File: config.mk
export PLATFORM = sky130hd
export DESIGN_NAME = serial_adder_seq
export DESIGN_NICKNAME = d
export VERILOG_FILES = /design/src/rtl/serial_adder_seq.sv
export SDC_FILE = /design/constraint.sdc
export NUM_CORES = 1
export LEC_CHECK = 0
export CORE_ASPECT_RATIO = 1.25
export CORE_UTILIZATION = 48
export DETAILED_ROUTE_END_ITERATION = 10
export PLACE_DENSITY_LB_ADDON = 0.05
export SYNTH_ARGS = -nofsm -noshare
export SYNTH_HDL_FRONTEND = slang
export SYNTH_SLANG_ARGS = --single-unit
File: constraint.sdc
create_clock -name clk -period 1.5 [get_ports clk]
set_input_delay 0.15 -clock clk [delete_from_list [all_inputs] [get_ports clk]]
set_output_delay 0.15 -clock clk [all_outputs]
set_load 0.02 [all_outputs]
File: src/rtl/serial_adder_seq.sv
// Bit-serial adder: latches A/B/cin, adds one bit per cycle, presents sum/cout.
// Ports: clk, rst_n (sync, active-low), in_valid/in_ready, a, b, cin,
//        sub (only with SERIAL_ADDER_SUB_EN), out_valid/out_ready, sum, cout.
// Optional feature macro: SERIAL_ADDER_SUB_EN (adds subtraction via sub).
module serial_adder_seq #(
  parameter int WIDTH = 32
) (
  input  logic             clk,
  input  logic             rst_n,
  input  logic             in_valid,
  output logic             in_ready,
  input  logic [WIDTH-1:0] a,
  input  logic [WIDTH-1:0] b,
  input  logic             cin,
`ifdef SERIAL_ADDER_SUB_EN
  input  logic             sub,
`endif
  output logic             out_valid,
  input  logic             out_ready,
  output logic [WIDTH-1:0] sum,
  output logic             cout
);

  localparam int CW = (WIDTH > 1) ? $clog2(WIDTH) : 1;
  localparam logic [CW-1:0] LAST = CW'(WIDTH - 1);

  typedef enum logic [1:0] {
    IDLE = 2'd0,
    RUN  = 2'd1,
    DONE = 2'd2
  } state_t;

  state_t           state;
  logic [WIDTH-1:0] sa;
  logic [WIDTH-1:0] sb;
  logic [WIDTH-1:0] acc;
  logic             c;
  logic [CW-1:0]    cnt;

  logic [WIDTH-1:0] b_ld;
  logic             c_ld;
  logic             s;
  logic             maj;
  logic [WIDTH:0]   wide;
  logic [WIDTH-1:0] acc_next;

`ifdef SERIAL_ADDER_SUB_EN
  // Two's-complement subtract: a + ~b + 1
  assign b_ld = sub ? ~b : b;
  assign c_ld = sub ? 1'b1 : cin;
`else
  assign b_ld = b;
  assign c_ld = cin;
`endif

  assign s   = sa[0] ^ sb[0] ^ c;
  assign maj = (sa[0] & sb[0]) | (sa[0] & c) | (sb[0] & c);

  // New bit enters at the MSB; after WIDTH shifts bit 0 sits at the LSB.
  assign wide     = {s, acc};
  assign acc_next = wide[WIDTH:1];

  assign in_ready = rst_n && (state == IDLE);

  always_ff @(posedge clk) begin
    if (!rst_n) begin
      state     <= IDLE;
      sa        <= '0;
      sb        <= '0;
      acc       <= '0;
      c         <= 1'b0;
      cnt       <= '0;
      out_valid <= 1'b0;
      sum       <= '0;
      cout      <= 1'b0;
    end else begin
      unique case (state)
        IDLE: begin
          if (in_valid) begin
            sa    <= a;
            sb    <= b_ld;
            c     <= c_ld;
            cnt   <= '0;
            state <= RUN;
          end
        end
        RUN: begin
          sa  <= sa >> 1;
          sb  <= sb >> 1;
          c   <= maj;
          acc <= acc_next;
          cnt <= cnt + CW'(1);
          if (cnt == LAST) begin
            state     <= DONE;
            out_valid <= 1'b1;
            sum       <= acc_next;
            cout      <= maj;
          end
        end
        DONE: begin
          if (out_ready) begin
            state     <= IDLE;
            out_valid <= 1'b0;
          end
        end
        default: begin
          state     <= IDLE;
          out_valid <= 1'b0;
        end
      endcase
    end
  end

endmodule

==> results.yml <==
floorplan:
  ios: 104
  dieArea_um2: 12900
  initial_core_util: 0.492
  core_area_um2: 12200
  fp-row-count: 45
  die-height_um: 127
  die_w_um: 102
setup_path:
  crit_path_frequent_cell: "ha_4"
  cp-end-kind: "flop"
  worst-path-buf-inv: 2
  crit_family: "simple AND/OR/NAND/NOR gates"
  slowest_delay_ns: 0.35
  cp_slowest_cell: "dfxtp_2"
  criticalPathCategory: "reg -> reg"
  crit_required_ns: 1.82
  path_cells: "ha_4 > and3_4 > ha_4 > and3b_2 > buf_6 > clkbuf_16 > nand2_1 > a21oi_1"
  arrival_ns: 1.94
  cp-start-kind: "flop"
  cp_max_fo: 8
place:
  place_inst: 913
  gp_congestion: 0.743
  port_buffers: 103
  place_hpwl_um: 8180
power_and_ir_drop:
  clkPwrFrac: 0.461
  p_sw_mw: 2.13
  p_comb_frac: 0.094
  power_mw: 8.88
  peakVddDrop_mv: 0.698
  cell_internal_pwr_mw: 6.75
  switching_share: 0.240
  p_per_area_nw_per_um2: 1100
  pwr-share-seq: 0.444
  p_leak_nw: 3.28
sta:
  slew_violations: 0
  fin_ws_ns: -0.120
  hold_ws_ns: 0.0650
  fmax_mhz: 617
  grt_setup_unrepaired: "yes"
  fin_crit_sh: 1.08
  period_minus_slack_ns: 1.62
  relSlewSlack: 0.792
  clock_skew_ns: 0.00646
  tightest_slew_ns: 0.312
  finalHoldViolCount: 0
  finalSetupViolCount: 33
yosys:
  synth_top_area_share: 0.459
  avgSynthCellArea_um2: 8.62
  synth_seq_cells: 137
  yosys.area.top_type: "dfxtp_1"
  synth_area_leaders: "dfxtp_1, a21oi_1, o221ai_1"
  syn_area_um2: 5980
  seq_area_frac_synth: 0.459
  synth.yosys.warnings: 0
  postSynthCellCount: 694
  synth_nets: 766
  synth_cell_types: 37
drt:
  route.met2.wl_um: 7540
  drtIter0Drc: 277
  antenna_left: 0
  met1Wirelength_um: 6240
  drc_errors: 0
  wl_met3_um: 515
  avgViaCountPerCell: 5.70
  wl_per_cell_um: 15.1
  wirelength_um: 14400
  vias: 5449
  top_layer: "met4"
  first_pass_iters: 5
clock_tree:
  clk_pin_slew_ns: 0.06
  cts_tree: "done"
  numCtsBuffers: 17
  htree_levels: 4
  cts_num_sinks: 137
  clk_latency_ns: 0.40
  clockBufferDepth: 2
  clock-root-buffer: "clkbuf_16"
  hold_buffers: 0
final_layout:
  instances_no_fill: 956
  n_fill_cell: 1041
  diodes: 0
  multiInputGateArea_um2: 2910
  register_area_um2: 2750
  layout-drive-gt1-share: 0.130
  synthToLayoutAreaGrowth_pct: 34.6
  fin_nets: 851
status:
  violations: "negative setup slack"
  status: "complete, but fails checks"
global_routing:
  grt_pass1_wl_um: 23000
  grt_util_all_layers: 0.222
  grt_pass1_vias: 4884
  antenna_found_initial: 0
  grt_overflow_total: 0
  grt_start_max_net_pins: 67
flow_run:
  maxCapViolCount: 0
worst_hold_path:
  min_path_type: "in -> reg"
==> cell usage in the layout (no fill, tap or decap), drive strengths merged, types with 18 or more instances in the layout <==
master / instances
clkdlybuf4s50: 66
dlygate4sd2: 18
o21ai: 58
nand2: 131
o221ai: 61
or3b: 57
buf: 33
clkbuf: 21
dfxtp: 137
a21oi: 129
==> Yosys cell counts <==
cell	n
o221ai_1	61
or3_1	2
nor2b_1	2
buf_4	5
buf_2	26
o21ai_1	7
inv_2	2
inv_4	1
nor2_1	9
buf_6	13
ha_1	2
o22ai_1	6
a2bb2oi_1	1
nand2_1	131
fa_1	1
or3b_1	56
mux2i_1	1
dfxtp_1	137
nand2b_1	1
clkbuf_1	26
or3b_2	1
o21bai_2	1
nand3_1	2
a22oi_1	2
o21ai_0	51
a21oi_1	129
nand2b_4	1
nor3b_1	2
o32a_1	1
a211oi_1	1
a32o_1	2
inv_1	5
nand3b_4	1
and3_1	1
and3b_1	1
a31oi_1	1
o221a_2	2
==> per-layer routing <==
metal  vias up  GRT usage
li1       2692          -
met1      2620      0.273
met2       125      0.384
met3        12     0.0496
met4         0     0.0630
met5         -          0
==> kinds of logic (layout without fill, tap and decap cells) <==
group / after synthesis / count (layout) / share of synthesized area
AO/OA/AOI/OAI: 265 / 265 / 0.269
adder cells (fa/ha/maj): 3 / 3 / 0.00753
buffers and inverters: 78 / 176 / 0.0743
flip-flops: 137 / 137 / 0.459
multiplexers: 1 / 1 / 0.00167
AND/OR/NAND/NOR: 210 / 210 / 0.189
==> final timing paths <==
check | cells after the start | slack (ns) | to | from
max | 8 | -0.12 | sum[22]$_SDFFE_PN0P_ | cnt[0]$_SDFFE_PN0P_
min | 3 | 0.07 | state[0]$_SDFFE_PN0P_ | rst_n
max reg2reg | 8 | -0.12 | sum[22]$_SDFFE_PN0P_ | cnt[0]$_SDFFE_PN0P_
min reg2reg | 2 | 0.45 | sum[11]$_SDFFE_PN0P_ | sum[11]$_SDFFE_PN0P_
==> worst reg2reg max path, cell delays in order, from the launching register on <==
cell and delay (ns):
dfxtp_2 0.35, ha_4 0.13, and3_4 0.18, ha_4 0.12
and3b_2 0.25, buf_6 0.15, clkbuf_16 0.15, nand2_1 0.06
a21oi_1 0.16
==> cell type report <==
cell class,count,area share
well taps,164,0.0255
multi-input cells,479,0.362
clock buffers,19,0.0550
clock inverters,13,0.0177
repair buffers,136,0.195
inverters,8,0.00404
flip-flops and latches,137,0.341
==> sequential cells by signal, summed over array words and instances, names as in the netlist <==
register,flops
sb,32
sum,32
c,1
acc,31
out_valid,1
state,2
sa,32
cnt,5
cout,1
==> metrics by stage <==
stage,area [um^2],TNS [ns],utilization,setup WS (ns)
2_1_floorplan,6010,-0.440,-,-0.0151
3_3_place_gp,7150,0,0.588,0.0224
3_5_place_dp,7150,-0.787,0.588,-0.0436
4_1_cts,7880,-1.33,0.648,-0.0550
5_1_grt,8050,-3.54,0.662,-0.196
6_report,8050,-1.66,0.662,-0.120
==> power groups by stage <==
| stage | clock network, mW | logic (mW) | registers, mW |
|---|---|---|---|
| after detailed placement | 0 | 0.836 | 4.01 |
| after floorplan | 0 | 0.536 | 3.98 |
| after global placement | 0 | 0.814 | 4.01 |
| final | 4.10 | 0.839 | 3.94 |
| after global routing | 4.35 | 0.931 | 3.96 |
| after CTS | 4.16 | 0.839 | 3.94 |
==> repair_timing <==
action,4_1_cts,5_1_grt
setup buffers,4,2
endpoints found under the setup margin,52,91
pin swaps,3,7
resized for setup,33,40
cloned,3,2
No activity file was read; power rests on OpenSTA's default activity.
